==> src/rtl/i2c_pkg.sv <==
// Shared constants for the I2C input front end: default synchroniser/filter
// depths and the idle (released) bus level.
`timescale 1ns/1ps
package i2c_pkg;
  localparam int   I2C_SYNC_STAGES_DEF = 2;
  localparam int   I2C_FILT_CNT_DEF    = 3;
  localparam logic I2C_IDLE            = 1'b1;
endpackage

==> src/rtl/i2c_glitch_filter.sv <==
// One bus line: flop-chain synchroniser followed by a consecutive-sample
// counter filter. f_next exposes the value out_f takes at the next edge.
`timescale 1ns/1ps
module i2c_glitch_filter
  import i2c_pkg::*;
#(
  parameter int SYNC_STAGES = I2C_SYNC_STAGES_DEF,
  parameter int FILT_CNT    = I2C_FILT_CNT_DEF
) (
  input  logic clk,
  input  logic reset,
  input  logic in_i,
  output logic out_f,
  output logic f_next
);
  localparam int CNT_W = $clog2(FILT_CNT + 1);

  logic [SYNC_STAGES-1:0] sync;
  logic [CNT_W-1:0]       cnt;
  logic [CNT_W-1:0]       cnt_next;
  logic                   s;

  assign s = sync[SYNC_STAGES-1];

  // The level only moves on the FILT_CNT-th differing sample in a row.
  always_comb begin
    f_next   = out_f;
    cnt_next = '0;
    if (s != out_f) begin
      if (cnt == CNT_W'(FILT_CNT - 1))
        f_next = s;
      else
        cnt_next = cnt + 1'b1;
    end
  end

  always_ff @(posedge clk or posedge reset) begin
    if (reset) begin
      sync  <= {SYNC_STAGES{I2C_IDLE}};
      out_f <= I2C_IDLE;
      cnt   <= '0;
    end else begin
      sync  <= {sync[SYNC_STAGES-2:0], in_i};
      out_f <= f_next;
      cnt   <= cnt_next;
    end
  end
endmodule

==> src/rtl/i2c_bus_frontend.sv <==
// Conditions raw SCL/SDA pads and produces clean, clk-aligned SCL edge,
// START/STOP event pulses and a bus_busy flag for the slave FSM.
`timescale 1ns/1ps
module i2c_bus_frontend
  import i2c_pkg::*;
#(
  parameter int SYNC_STAGES = I2C_SYNC_STAGES_DEF,
  parameter int FILT_CNT    = I2C_FILT_CNT_DEF
) (
  input  logic clk,
  input  logic reset,
  input  logic scl_i,
  input  logic sda_i,
  output logic scl_f,
  output logic sda_f,
  output logic scl_rise,
  output logic scl_fall,
  output logic start_det,
  output logic stop_det,
  output logic bus_busy
);
  logic [1:0] pads;
  logic [1:0] lvl;
  logic [1:0] lvl_next;
  logic       scl_n;
  logic       sda_n;

  assign pads = {sda_i, scl_i};

  for (genvar gi = 0; gi < 2; gi++) begin : g_line
    i2c_glitch_filter #(
      .SYNC_STAGES(SYNC_STAGES),
      .FILT_CNT   (FILT_CNT)
    ) u_filt (
      .clk   (clk),
      .reset (reset),
      .in_i  (pads[gi]),
      .out_f (lvl[gi]),
      .f_next(lvl_next[gi])
    );
  end

  assign scl_f = lvl[0];
  assign sda_f = lvl[1];
  assign scl_n = lvl_next[0];
  assign sda_n = lvl_next[1];

  // Pulses are built from the filters' next levels so they register on the
  // same edge the new filtered level appears. SCL must be high on both sides
  // of an SDA edge, which suppresses START/STOP on simultaneous changes.
  always_ff @(posedge clk or posedge reset) begin
    if (reset) begin
      scl_rise  <= 1'b0;
      scl_fall  <= 1'b0;
      start_det <= 1'b0;
      stop_det  <= 1'b0;
      bus_busy  <= 1'b0;
    end else begin
      scl_rise  <= scl_n & ~scl_f;
      scl_fall  <= ~scl_n & scl_f;
      start_det <= scl_f & scl_n & sda_f & ~sda_n;
      stop_det  <= scl_f & scl_n & ~sda_f & sda_n;
      if (start_det)
        bus_busy <= 1'b1;
      else if (stop_det)
        bus_busy <= 1'b0;
    end
  end
endmodule

==> config.mk <==
export PLATFORM = sky130hd
export DESIGN_NAME = i2c_bus_frontend
export DESIGN_NICKNAME = d
export VERILOG_FILES = /design/src/rtl/i2c_pkg.sv /design/src/rtl/i2c_glitch_filter.sv /design/src/rtl/i2c_bus_frontend.sv
export SDC_FILE = /design/constraint.sdc
export NUM_CORES = 1
export LEC_CHECK = 0
export CAP_MARGIN = 15
export CORE_AREA = 2 2 39 41
export CTS_BUF_LIST = sky130_fd_sc_hd__clkbuf_16
export CTS_CLUSTER_SIZE = 10
export DETAILED_ROUTE_END_ITERATION = 16
export DIE_AREA = 0 0 41 43
export PLACE_DENSITY = 0.7
export SETUP_SLACK_MARGIN = 0.4
export SLEW_MARGIN = 25
export SYNTH_ARGS = -nofsm -noshare
export SYNTH_HDL_FRONTEND = slang
export SYNTH_SLANG_ARGS = --single-unit
==> constraint.sdc <==
create_clock -name clk -period 1.1 [get_ports clk]
set_clock_uncertainty 0.1 [all_clocks]
set_input_delay 0.11 -clock clk [delete_from_list [all_inputs] [get_ports clk]]
set_output_delay 0.11 -clock clk [all_outputs]
set_load 0.01 [all_outputs]
==> results of run 1 <==
==> flip-flops by register name, indices dropped and copies added, names as in the netlist <==
register,count
stop_det,1
g_line.u_filt.cnt,4
scl_fall,1
start_det,1
scl_rise,1
g_line.u_filt.out_f,2
g_line.u_filt.sync,4
bus_busy,1
==> cell families after synthesis <==
logic type / share of synthesized area, %
XOR/XNOR: 3.35
flip-flops: 73.2
buffers and inverters: 1.44
AND/OR/NAND/NOR: 16.3
multiplexers: 4.31
AO/OA/AOI/OAI: 1.44
==> synthesized netlist by cell type <==
cell type / n
nor3b_1: 5
nand2b_1: 2
inv_1: 2
nand3b_1: 1
xnor2_1: 2
dfstp_2: 6
nor4b_1: 2
mux2_2: 2
nor3_1: 2
a21o_1: 1
dfrtp_1: 9
==> power groups by stage <==
stage                     registers [uW]  logic [uW]  clock network [uW]
after floorplan                      869         232                   0
after global placement               809         520                   0
after detailed placement             815         530                   0
after CTS                            816         684                 690
after global routing                 840         939                 727
final                                827         870                 687
==> how the worst min path moves through the flow <==
stage / start / to / cells past startpoint
floorplan: reset / bus_busy / 1
global placement: g_line[1].u_filt.sync[0] / g_line[1].u_filt.sync[1] / 0
detailed placement: g_line[1].u_filt.sync[0] / g_line[1].u_filt.sync[1] / 0
CTS: reset / g_line[0].u_filt.cnt[0] / 3
global route: reset / g_line[0].u_filt.cnt[0] / 3
finish: reset / g_line[0].u_filt.cnt[0] / 3
==> layer usage <==
layer  GRT usage [%]  vias up  routed length [um]
li1                -      166                   -
met1            19.2      162                 425
met2            18.1       12                 447
met3            6.28        4                  59
met4            10.0        0                  30
met5               0        -                   0
==> what timing repair did <==
action,CTS,global route
buffers inserted,4,3
resized for setup,36,10
hold endpoints to repair,0,0
setup endpoints to repair,18,18
pin swaps,3,3
==> worst max-delay path: stages, from the launching register on <==
cell	delay, ps
dfstp_2	530
buf_6	100
nand3b_1	130
nor4b_2	240
==> layout make-up <==
type | count | area (um^2)
clock buffers | 3 | 75.1
clock inverters | 1 | 3.75
fillers | 109 | 502
inverters | 2 | 7.51
multi-input cells | 17 | 211
flip-flops and latches | 15 | 383
well taps | 16 | 20.0
repair buffers | 21 | 181
==> stage by stage <==
stage | setup WS [ps] | utilization, % | hold WS [ps] | area [um^2] | TNS [ps]
after floorplan | 12.4 | - | -92.8 | 536 | 0
final | -93.7 | 63.7 | 58.2 | 882 | -277
after global routing | -180 | 63.7 | 96.5 | 882 | -734
after global placement | -137 | 49.5 | 246 | 686 | -419
after CTS | -79.9 | 58.4 | 65.0 | 808 | -175
after detailed placement | -145 | 49.5 | 248 | 686 | -484
==> placed cells by master, fill, tap and decap left out, types with 2 or more instances in the layout <==
master	count
dfrtp_1	9
buf_6	7
buf_4	7
dfstp_2	6
nor3b_2	4
buf_2	4
inv_1	3
clkbuf_16	3
clkdlybuf4s50_1	3
mux2_4	2
nor4b_2	2
==> results_dict.tcl, run 1 <==
set metrics [dict create \
    outcome "finished with violations" \
    violations "setup timing" \
    finalWorstSetupSlack_ps -93.7 \
    ys_ff_latch 15 \
    maxCapViolations 0 \
    fmax_mhz 838 \
    grtUsageTotal_pct 14.4 \
    syn-cell-area_um2 523 \
    worst_pin_slew_ps 276 \
    drive_above_1_share_pct 66.1 \
    cts_hold_buf 0 \
    cp_max_fo 3 \
    core_area_um2 1380 \
    setup_viol 7 \
    cts_htree_levels 1 \
    rr_worst_depth 3 \
    die_h_um 43 \
    overflow 0 \
    total_power_uw 2380 \
    path_class "reg -> reg" \
    slew_viol_final 0 \
    timing.rr.end "stop_det" \
    antenna_found_initial 0 \
    antenna_left 0 \
    row_count 14 \
    yosys.area.top_type "dfrtp_1" \
    hold_violations 0 \
    pwr-share-comb_pct 36.5 \
    cts_tree "built" \
    yosysTopAreaCellShare_pct 43.1 \
    min_path_type "in -> async" \
    reg2reg_from "g_line[0].u_filt.out_f" \
    area_growth_pct 68.7 \
    clk_pin_slew_ps 50 \
    yosys_warnings 0 \
    first_global_vias 346 \
    powerDensity_nw_per_um2 2700 \
    ys_types 11 \
    syn_nets 38 \
    leakage_uw 0.000415 \
    setup.worst_path.start_class "flop" \
    clk_latency_ps 240 \
    vias 344 \
    critPathLaunch "g_line[0].u_filt.out_f" \
    drtIter0Drc 2 \
    cts_buffer_depth 2 \
    maxSlewHeadroom_pct 81.5 \
    antenna_cells 0 \
    cp.required_ps 1150 \
    worst_ir_drop_vdd_uv 1490 \
    root_buffer "clkbuf_16" \
    io_pins 11 \
    r2r_setup_slack_ps -90 \
    min_period_ps 1190 \
    clkPwrFrac_pct 28.8 \
    dr.pass1.iters 2 \
    end_kind "flop" \
    switchingPower_uw 634 \
    die_area_um2 1760 \
    avgSynthCellArea_um2 15.4 \
    grt_pass1_wl_mm 1.55 \
    drt-total-wl_um 962 \
    pwr-share-seq_pct 34.7 \
    vias_per_cell 4.59 \
    port-buffer-count 10 \
    gp_congestion 0.657 \
    cp-endpoint "stop_det" \
    grt_setup_unrepaired "true" \
    wl_per_cell_um 12.8 \
    drc 0 \
    synthTopCellsByArea "dfrtp_1, dfstp_2, nor3b_1, mux2_2, nor4b_1" \
    synthCells 34 \
    dp_cells 64 \
    finalCritPeriodShare_pct 109 \
    ys_seq_area_share_pct 73.2 \
    initial_core_util_pct 37.8 \
    fp.dieW_um 41 \
    grt_max_degree 16 \
    clock_sinks 15 \
    swShare_pct 26.6 \
    worst_ep_arrival_time_ps 1240 \
    final_nets 64 \
    cts_buffers 3 \
    p_int_uw 1750 \
    stdcell_count 75 \
]
Power figures use the tool's default switching activity.
==> inputs of run 2 (changes only) <==
--- a/config.mk
+++ b/config.mk
@@ -5,7 +5,7 @@
 export SDC_FILE = /design/constraint.sdc
 export NUM_CORES = 1
 export LEC_CHECK = 0
-export CAP_MARGIN = 15
+export CAP_MARGIN = 20
 export CORE_AREA = 2 2 39 41
 export CTS_BUF_LIST = sky130_fd_sc_hd__clkbuf_16
 export CTS_CLUSTER_SIZE = 10
==> results of run 2 <==
No change in the layout: final DEF, timing and power equal those of run 1.
==> inputs of run 3 (changes only) <==
--- a/config.mk
+++ b/config.mk
@@ -11,7 +11,7 @@
 export CTS_CLUSTER_SIZE = 10
 export DETAILED_ROUTE_END_ITERATION = 16
 export DIE_AREA = 0 0 41 43
-export PLACE_DENSITY = 0.7
+export PLACE_DENSITY = 0.76
 export SETUP_SLACK_MARGIN = 0.4
 export SLEW_MARGIN = 25
 export SYNTH_ARGS = -nofsm -noshare
==> run 3 against run 2 <==
Compared with the run above: critical endpoint unchanged; critical path type unchanged; the flow still finishes with violations (setup timing); wire length decreased by 6.3%; critical path depth unchanged; global-route usage decreased by 2.5 points; clock power increased by 2%; clock-buffer cell count unchanged; non-clock buffer count decreased by 3; sequential share of layout area increased by 2.7 points; die area unchanged; worst setup slack improved by 8.1 ps; sequential cell count unchanged; largest power group is now registers; first-iteration DRC count decreased by 50%.
==> results_dict.tcl, run 3 (same netlist as run 1, synthesis figures left out) <==
set metrics [dict create \
    outcome "finished with violations" \
    violations "setup timing" \
    total_power_uw 2280 \
    grtUsageTotal_pct 11.9 \
    worst_ir_drop_vdd_uv 1630 \
    drt-total-wl_um 901 \
    area_growth_pct 58.6 \
    row_count 14 \
    grt_max_degree 16 \
    cp_max_fo 4 \
    slowest_delay_ps 530 \
    overflow 0 \
    cts_hold_buf 0 \
    fp.dieW_um 41 \
    critPathLaunch "g_line[0].u_filt.out_f" \
    path_class "reg -> reg" \
    first_global_vias 316 \
    grt_setup_unrepaired "true" \
    port-buffer-count 10 \
    antenna_found_initial 0 \
    gp_congestion 0.695 \
    final_cell_mix "dfrtp_1, dfstp_2, buf_2, buf_6, buf_4" \
    vias_per_cell 4.71 \
    crit_chain "buf_6 -> nand3b_1 -> nor4b_2" \
    cp_slowest_cell "dfstp_2" \
    end_kind "flop" \
    drc 0 \
    fmax_mhz 843 \
    wl_per_cell_um 12.5 \
    powerDensity_nw_per_um2 2740 \
    finalWorstSetupSlack_ps -85.6 \
    clk_latency_ps 250 \
    final_common_cell "dfrtp_1" \
    die_h_um 43 \
    worst_pin_slew_ps 268 \
    stdcell_count 72 \
    top_regs "g_line.u_filt.cnt (4), g_line.u_filt.sync (4), g_line.u_filt.out_f (2)" \
    root_buffer "clkbuf_16" \
    setup_viol 5 \
    die_area_um2 1760 \
    dr.pass1.iters 2 \
    r2r_setup_slack_ps -90 \
    whs_ps 58.1 \
    io_pins 11 \
    dp_cells 64 \
    leakage_uw 0.000388 \
    initial_core_util_pct 37.8 \
    cp-endpoint "stop_det" \
    slew_viol_final 0 \
    setup.worst_path.start_class "flop" \
    drtIter0Drc 1 \
    clock_sinks 15 \
    cts_htree_levels 1 \
    worst_ep_arrival_time_ps 1240 \
    cts_tree "built" \
    final_nets 61 \
    core_area_um2 1380 \
    clk_pin_slew_ps 50 \
    finalCritPeriodShare_pct 108 \
    antenna_cells 0 \
    reg2reg_from "g_line[0].u_filt.out_f" \
    hold_violations 0 \
    grt_pass1_wl_mm 1.32 \
    maxCapViolations 0 \
    drive_above_1_share_pct 62.5 \
    min_path_type "in -> async" \
    rr_worst_depth 3 \
    cp.required_ps 1150 \
    cts_buffer_depth 2 \
    min_period_ps 1190 \
    timing.rr.end "stop_det" \
    vias 339 \
    place_ws_ps -147 \
    maxSlewHeadroom_pct 82.0 \
    cts_buffers 3 \
    antenna_left 0 \
]
==> run 3: how the worst min path moves through the flow <==
stage / to / slack (ps) / startpoint
2_1_floorplan: bus_busy / -90 / reset
3_3_place_gp: g_line[0].u_filt.sync[1] / 250 / g_line[0].u_filt.sync[0]
3_5_place_dp: g_line[1].u_filt.sync[1] / 250 / g_line[1].u_filt.sync[0]
4_1_cts: g_line[0].u_filt.cnt[0] / 60 / reset
5_1_grt: g_line[0].u_filt.cnt[0] / 110 / reset
6_report: g_line[0].u_filt.cnt[0] / 60 / reset
==> run 3: stage by stage <==
stage	setup TNS [ps]	instance area, um^2	utilization (%)
global placement	-418	686	49.5
global route	-561	830	59.9
floorplan	0	536	-
detailed placement	-497	686	49.5
finish	-224	830	59.9
CTS	-169	772	55.8
==> run 3: worst max-delay path: cells and delay by family, from the launching register on <==
kind / cells / cell delay (ps)
and+or+nand+nor: 2 / 360
DFF: 1 / 530
buffers and inverters: 1 / 110
==> run 3: per-layer routing <==
layer	share of wire [%]	track usage, %
met1	42	15.7
met2	50	15.6
met3	5.7	3.14
met4	2.3	10.0
met5	0	0
==> run 3: report_power, final <==
group / total, uW / internal (uW) / switching (uW)
clock: 701 / 485 / 217
sequential: 831 / 720 / 111
combinational: 745 / 470 / 275
==> run 3: timing repair <==
action                                  4_1_cts  5_1_grt
gates resized for setup                      34        7
buffers inserted                              1        3
cloned                                        0        0
pin swaps                                     3        0
endpoints found under the setup margin       18       18
==> run 3: cell type report <==
cell class | count | area (um^2)
fill | 118 | 554
sequential | 15 | 383
multi-input combinational | 17 | 190
timing repair buffer | 18 | 149
clock buffer | 3 | 75.1
tap | 16 | 20.0
inverter | 2 | 7.51
clock inverter | 1 | 5.00
